--- src/rtl/reservation_station.sv ---
// Reservation station: holds issued instructions until both source operands
// are present, captures operands from the common data bus, and dispatches one
// ready instruction per cycle to the ALU through a registered output stage.
//
// Ports:
//   clk, rst          - single clock, asynchronous active-high reset
//   ena, in_*         - issue request and payload from decode
//   full              - all entries occupied (combinational from valid bits)
//   cdb_*             - common data bus broadcast (tag 0 is ignored)
//   flush             - discard every entry and any dispatch in flight
//   alu_ready         - ALU can take an instruction next cycle
//   out_valid, out_*  - registered dispatch strobe and payload
//
// Build option: define RS_AGE_ORDER_EN to dispatch the oldest ready entry;
// without it the lowest-index ready entry is dispatched and no age state exists.
module reservation_station #(
  parameter int RS_SIZE = 8,
  parameter int DATA_W  = 32,
  parameter int ROB_W   = 4,
  parameter int OP_W    = 6
) (
  input  logic              clk,
  input  logic              rst,
  input  logic              ena,
  input  logic [OP_W-1:0]   in_op,
  input  logic [DATA_W-1:0] in_imm,
  input  logic [DATA_W-1:0] in_pc,
  input  logic [DATA_W-1:0] in_operand1,
  input  logic [DATA_W-1:0] in_operand2,
  input  logic [ROB_W-1:0]  in_tag1,
  input  logic [ROB_W-1:0]  in_tag2,
  input  logic [ROB_W-1:0]  in_rob_tag,
  output logic              full,
  input  logic              cdb_valid,
  input  logic [ROB_W-1:0]  cdb_tag,
  input  logic [DATA_W-1:0] cdb_value,
  input  logic              flush,
  input  logic              alu_ready,
  output logic              out_valid,
  output logic [OP_W-1:0]   out_op,
  output logic [DATA_W-1:0] out_operand1,
  output logic [DATA_W-1:0] out_operand2,
  output logic [DATA_W-1:0] out_imm,
  output logic [DATA_W-1:0] out_pc,
  output logic [ROB_W-1:0]  out_rob_tag
);

  localparam int IDX_W = (RS_SIZE > 1) ? $clog2(RS_SIZE) : 1;

  typedef struct packed {
    logic [OP_W-1:0]   op;
    logic [DATA_W-1:0] imm;
    logic [DATA_W-1:0] pc;
    logic [DATA_W-1:0] opnd1;
    logic [DATA_W-1:0] opnd2;
    logic [ROB_W-1:0]  tag1;
    logic [ROB_W-1:0]  tag2;
    logic [ROB_W-1:0]  rob_tag;
  } entry_t;

  // Entry state
  logic [RS_SIZE-1:0] valid_q, valid_d;
  entry_t             ent_q [RS_SIZE];
  entry_t             ent_d [RS_SIZE];

  // Output stage
  logic              out_valid_q;
  logic [OP_W-1:0]   out_op_q;
  logic [DATA_W-1:0] out_opnd1_q, out_opnd2_q, out_imm_q, out_pc_q;
  logic [ROB_W-1:0]  out_rob_tag_q;

  // Control
  logic [RS_SIZE-1:0] ready;
  logic [RS_SIZE-1:0] cand;
  logic [IDX_W-1:0]   alloc_idx, sel_idx;
  logic               alloc_found, sel_found;
  logic               issue_en, disp_en, cdb_hit;
  entry_t             new_ent;

  assign full    = &valid_q;
  assign cdb_hit = cdb_valid && (cdb_tag != '0);

  // Readiness uses registered tags only, so a wakeup at edge N can first
  // dispatch at edge N+1 and a fresh issue is never seen in its own cycle.
  always_comb begin
    ready = '0;
    for (int i = 0; i < RS_SIZE; i++) begin
      ready[i] = valid_q[i] && (ent_q[i].tag1 == '0) && (ent_q[i].tag2 == '0);
    end
  end

  // Lowest-index free slot, from current valid bits (no same-cycle reuse).
  always_comb begin
    alloc_idx   = '0;
    alloc_found = 1'b0;
    for (int i = RS_SIZE - 1; i >= 0; i--) begin
      if (!valid_q[i]) begin
        alloc_idx   = IDX_W'(i);
        alloc_found = 1'b1;
      end
    end
  end

`ifdef RS_AGE_ORDER_EN
  // older_q[i][j] set means entry i was accepted before entry j. Rows and
  // columns of a slot are rewritten when it is allocated, so stale bits
  // belonging to free slots never matter.
  logic [RS_SIZE-1:0] older_q [RS_SIZE];
  logic [RS_SIZE-1:0] older_d [RS_SIZE];
  logic [RS_SIZE-1:0] blocked;

  always_comb begin
    blocked = '0;
    for (int i = 0; i < RS_SIZE; i++) begin
      for (int j = 0; j < RS_SIZE; j++) begin
        if (ready[j] && older_q[j][i]) blocked[i] = 1'b1;
      end
    end
    cand = ready & ~blocked;
  end

  always_comb begin
    for (int i = 0; i < RS_SIZE; i++) older_d[i] = older_q[i];
    if (issue_en) begin
      older_d[alloc_idx] = '0;
      for (int j = 0; j < RS_SIZE; j++) begin
        older_d[j][alloc_idx] = valid_q[j];
      end
    end
  end

  always_ff @(posedge clk) begin
    for (int i = 0; i < RS_SIZE; i++) older_q[i] <= older_d[i];
  end
`else
  always_comb begin
    cand = ready;
  end
`endif

  // Pick the lowest-index candidate (only one exists in age-ordered mode).
  always_comb begin
    sel_idx   = '0;
    sel_found = 1'b0;
    for (int i = RS_SIZE - 1; i >= 0; i--) begin
      if (cand[i]) begin
        sel_idx   = IDX_W'(i);
        sel_found = 1'b1;
      end
    end
  end

  assign issue_en = ena && alloc_found && !flush;
  assign disp_en  = alu_ready && sel_found && !flush;

  // Incoming entry, capturing a same-cycle CDB result for either source.
  always_comb begin
    new_ent.op      = in_op;
    new_ent.imm     = in_imm;
    new_ent.pc      = in_pc;
    new_ent.opnd1   = in_operand1;
    new_ent.opnd2   = in_operand2;
    new_ent.tag1    = in_tag1;
    new_ent.tag2    = in_tag2;
    new_ent.rob_tag = in_rob_tag;
    if (cdb_hit && (in_tag1 == cdb_tag)) begin
      new_ent.opnd1 = cdb_value;
      new_ent.tag1  = '0;
    end
    if (cdb_hit && (in_tag2 == cdb_tag)) begin
      new_ent.opnd2 = cdb_value;
      new_ent.tag2  = '0;
    end
  end

  always_comb begin
    for (int i = 0; i < RS_SIZE; i++) begin
      ent_d[i] = ent_q[i];
      if (cdb_hit && valid_q[i]) begin
        if (ent_q[i].tag1 == cdb_tag) begin
          ent_d[i].opnd1 = cdb_value;
          ent_d[i].tag1  = '0;
        end
        if (ent_q[i].tag2 == cdb_tag) begin
          ent_d[i].opnd2 = cdb_value;
          ent_d[i].tag2  = '0;
        end
      end
      if (issue_en && (alloc_idx == IDX_W'(i))) ent_d[i] = new_ent;
    end
  end

  // Flush wins over everything; otherwise dispatch frees and issue fills.
  always_comb begin
    valid_d = valid_q;
    if (disp_en)  valid_d[sel_idx]   = 1'b0;
    if (issue_en) valid_d[alloc_idx] = 1'b1;
    if (flush)    valid_d            = '0;
  end

  always_ff @(posedge clk or posedge rst) begin
    if (rst) begin
      valid_q       <= '0;
      out_valid_q   <= 1'b0;
      out_op_q      <= '0;
      out_opnd1_q   <= '0;
      out_opnd2_q   <= '0;
      out_imm_q     <= '0;
      out_pc_q      <= '0;
      out_rob_tag_q <= '0;
    end else begin
      valid_q     <= valid_d;
      out_valid_q <= disp_en;
      if (disp_en) begin
        out_op_q      <= ent_q[sel_idx].op;
        out_opnd1_q   <= ent_q[sel_idx].opnd1;
        out_opnd2_q   <= ent_q[sel_idx].opnd2;
        out_imm_q     <= ent_q[sel_idx].imm;
        out_pc_q      <= ent_q[sel_idx].pc;
        out_rob_tag_q <= ent_q[sel_idx].rob_tag;
      end
    end
  end

  // Payload storage is qualified by valid_q and needs no reset.
  always_ff @(posedge clk) begin
    for (int i = 0; i < RS_SIZE; i++) ent_q[i] <= ent_d[i];
  end

  assign out_valid    = out_valid_q;
  assign out_op       = out_op_q;
  assign out_operand1 = out_opnd1_q;
  assign out_operand2 = out_opnd2_q;
  assign out_imm      = out_imm_q;
  assign out_pc       = out_pc_q;
  assign out_rob_tag  = out_rob_tag_q;

endmodule

--- config.mk ---
export PLATFORM = sky130hd
export DESIGN_NAME = reservation_station
export DESIGN_NICKNAME = d
export VERILOG_FILES = /design/src/rtl/reservation_station.sv
export SDC_FILE = /design/constraint.sdc
export NUM_CORES = 2
export LEC_CHECK = 0
export CORE_UTILIZATION = 54
export CTS_CLUSTER_DIAMETER = 120
export DETAILED_ROUTE_END_ITERATION = 8
export PLACE_DENSITY_LB_ADDON = 0.12
export SYNTH_ARGS = -nofsm -noshare
export SYNTH_HDL_FRONTEND = slang
export SYNTH_SLANG_ARGS = --single-unit
--- constraint.sdc ---
create_clock -name clk -period 5.5 [get_ports clk]
set_input_delay 1.375 -clock clk [delete_from_list [all_inputs] [get_ports clk]]
set_output_delay 1.375 -clock clk [all_outputs]
set_load 0.005 [all_outputs]
==> flow_summary_export.csv <==
group,metric,value,unit
status,status,"finished, violations left",
status,violations,"design-rule violations",
timing,fmax,0.2488,GHz
clock_network,cts_htree_levels,4,
floorplanning,die_w,316.8,um
place,dpl.hpwl,84980,um
yosys,ys_types,49,
yosys,synth_cells,3099,
global_route,grt_first_pass_wirelength,214300,um
critical_path,path_cells,"clkdlybuf4s50_1 > nand2b_1 > nor2_1 > and2_1 > nand2_1 > clkinv_2 > nand2_2 > buf_12 > mux2_2",
clock_network,post_cts_resized,0,
run,drv_cap,0,
place,port_buffers,327,
global_route,grt_pass1_vias,33040,
critical_path,crit_path_top_delay_cell,"clkdlybuf4s50_1",
yosys,ys_ff_latch,1315,
yosys,syn_avg_cell_area,17.27,um2
floorplanning,start_util,54.45,%
timing,worst_pin_slew,1.206,ns
clock_network,cts_tree,"yes",
clock_network,cts_sinks,1315,
layout,stdcell_area,63330,um2
timing,fin_ws,1.481,ns
place,pre_cts_ws,0.7774,ns
critical_path,setup.worst_path.start,"flush",
floorplanning,core,98280,um2
critical_path,max_stage_delay,0.68,ns
critical_path,critPathLaunchType,"primary input",
routing,drc,7,
timing,slew_violations,0,
timing,hold_viol,0,
timing,rsz0062_at_grt,"no",
pwr,powerDensity,345.4,nW/um2
global_route,grtUsageTotal,29.31,%
layout,drive_gt1_share,23.26,%
yosys,async_reset_ff_share,11.18,%
critical_path,worstReg2RegStart,"ent_q[3][11]",
hold_path,holdCritStartpoint,"ent_q[1][79]",
layout,area_growth,18.35,%
floorplanning,rows,115,
global_route,grt_antenna_before_repair,16,
timing,clock_skew,0.02856,ns
clock_network,root_buffer,"clkbuf_16",
floorplanning,die_y,316.8,um
routing,drtIter0Drc,4512,
critical_path,endpoint_kind,"register",
routing,dr.pass1.iters,9,
floorplanning,die_area,100400,um2
global_route,grt_max_degree,160,
timing,setup-tns-final,0,ns
timing,period_share,73.07,%
yosys,yosysSeqAreaShare,72.42,%
routing,via_count,32162,
place,gp_congestion,0.8541,
routing,drtAntennaViolNets,0,
timing,slew_headroom,19.27,%
yosys,netlist_area,53510,um2
pwr,design_power_total,21.87,mW
critical_path,crit_required,6.00,ns
layout,fin_util,64.44,%
layout,num-nets-final,3587,
clock_network,cts_buffer_depth,3,
routing,vias_per_cell,6.688,
routing,routedWlPerCell,30.79,um
hold_path,min_path_type,"register to register",
yosys,ys.flop_type,"edfxtp_1",
clock_network,cts_setup_buffers,0,
pwr,vdd_drop_max,0.0002664,V
yosys,synth_edf_count,1168,
timing,finalSetupViolations,0,
routing,routed_wirelength,148100,um
global_route,overflow,0,
place,dpl_cell_area,58700,um2
critical_path,worst-path-max-fanout,18,
clock_network,cts_buffers,138,
floorplanning,io_pins,328,
pwr,power.leakage,20.88,nW
critical_path,arrival,4.52,ns
timing,layout_min_cycle_time,4.019,ns
yosys,synth_warnings,0,
clock_network,clk_pin_slew,0.06,ns
critical_path,path_class,"primary input to register",
yosys,syn-num-nets,3287,
clock_network,hold_buffers,0,
clock_network,worstSkewPairLatency,0.76,ns
## where the power goes
group / internal (mW) / total (mW) / leakage [nW] / switching (mW)
registers: 11.1 / 11.3 / 12.5 / 0.152
clock network: 5.51 / 9.34 / 2.25 / 3.83
logic: 0.662 / 1.27 / 6.15 / 0.608
## cell families (layout without fill, tap and decap cells)
| kind of cell | after synthesis | count (layout) | share of synthesized area [%] |
|---|---|---|---|
| multiplexers | 533 | 533 | 11.22 |
| AND/OR/NAND/NOR | 303 | 303 | 2.495 |
| flip-flops | 1315 | 1315 | 72.42 |
| XOR/XNOR | 72 | 72 | 1.179 |
| AO/OA/AOI/OAI | 591 | 591 | 10.29 |
| other | 0 | 5 | 0 |
| buffers and inverters | 285 | 703 | 2.399 |
## flip-flops by register name, indices dropped and copies added, names as in the netlist
signal,cells
out_pc,32
out_operand1,32
out_rob_tag,4
out_operand2,32
out_imm,32
ent_q,1168
out_valid,1
valid_q,8
out_op,6
## final timing paths
check	cells after the start	to	slack, ns
worst min-delay path	2	out_pc[3]	0.46
worst max-delay path	9	ent_q[3][40]	1.48
worst max register to register	9	out_operand2[15]	1.84
max in group asynchronous	3	out_operand1[21]	3.32
worst min register to register	2	out_pc[3]	0.46
min in group asynchronous	2	out_op[1]	1.12
## cell type report
type,instances,area (um2)
diodes,5,12.51
clock buffers,208,4019
clock inverters,50,595.6
fillers,6781,34950
inverters,19,92.59
multi-input cells,1499,13740
flip-flops and latches,1315,38750
well taps,1287,1610
repair buffers,426,4504
## metrics by stage
step	hold WS [ns]	std cells
finish	0.4595	4809
global placement	0.4477	4546
floorplan	0.4412	3099
CTS	0.4648	4804
global route	0.4809	4808
detailed placement	0.4582	4546
## cells in the mapped netlist (2+ instances only)
cell | number | share of area [%]
clkbuf_1 | 139 | 0.98
nor4_1 | 9 | 0.11
o21ai_0 | 19 | 0.18
buf_4 | 2 | 0.028
o221ai_1 | 6 | 0.098
nor2_1 | 86 | 0.60
nand3_1 | 2 | 0.019
nand2_2 | 4 | 0.047
o22a_1 | 111 | 1.8
edfxtp_1 | 1168 | 66
o22ai_1 | 3 | 0.035
buf_2 | 107 | 1.0
and4_1 | 3 | 0.049
nor4b_1 | 2 | 0.033
xor2_1 | 8 | 0.13
buf_1 | 9 | 0.063
nand4_1 | 23 | 0.27
a222oi_1 | 414 | 7.7
xnor2_1 | 64 | 1.0
inv_1 | 18 | 0.13
mux2_1 | 76 | 1.6
nand2b_1 | 5 | 0.058
nand2_1 | 156 | 1.1
a21boi_1 | 2 | 0.028
o21ai_1 | 21 | 0.20
mux2_2 | 457 | 9.6
buf_6 | 9 | 0.19
and2_1 | 2 | 0.023
dfrtp_1 | 147 | 6.9
a21oi_1 | 8 | 0.075
## layout by cell type (no fill, tap or decap), types with 3 or more instances in the layout
cell,Yosys,layout
clkbuf_1,139,42
bufinv_16,0,9
nor2_1,86,83
and4_1,3,3
xnor2_1,64,64
clkinv_8,0,4
nor2_4,0,4
diode_2,0,5
o221ai_1,6,6
xor2_1,8,8
clkinvlp_4,0,3
inv_6,0,7
mux2_2,457,457
clkbuf_16,0,140
inv_1,18,10
mux2_1,76,76
o21ai_4,0,14
buf_4,2,60
clkinv_1,0,11
nand2b_1,5,4
nor4_1,9,9
dfrtp_1,147,147
nand4_1,23,23
o21ai_1,21,21
clkdlybuf4s50_1,0,327
o22a_1,111,111
edfxtp_1,1168,1168
nand2_2,4,16
clkbuf_8,0,26
o21ai_0,19,5
nand2_1,156,144
clkinv_2,0,20
buf_12,0,39
a21oi_1,8,8
a222oi_1,414,414
## layer usage
metal	vias to the layer above	part of all wire (%)	wire length, um	GRT usage [%]
met3	246	8.1	12000	5.706
met4	20	2.9	4332	10.27
met2	1544	51	75380	50.46
met1	16701	38	56220	37.06
met5	-	0.079	117	0
li1	13651	-	-	-
## critical path: cells and delay by family
| family | cells | cell delay (ns) |
|---|---|---|
| mux | 1 | 0.36 |
| buf+inv | 3 | 1.17 |
| simple gates | 5 | 1.59 |
Note: power is estimated with default switching activity, not from simulation.
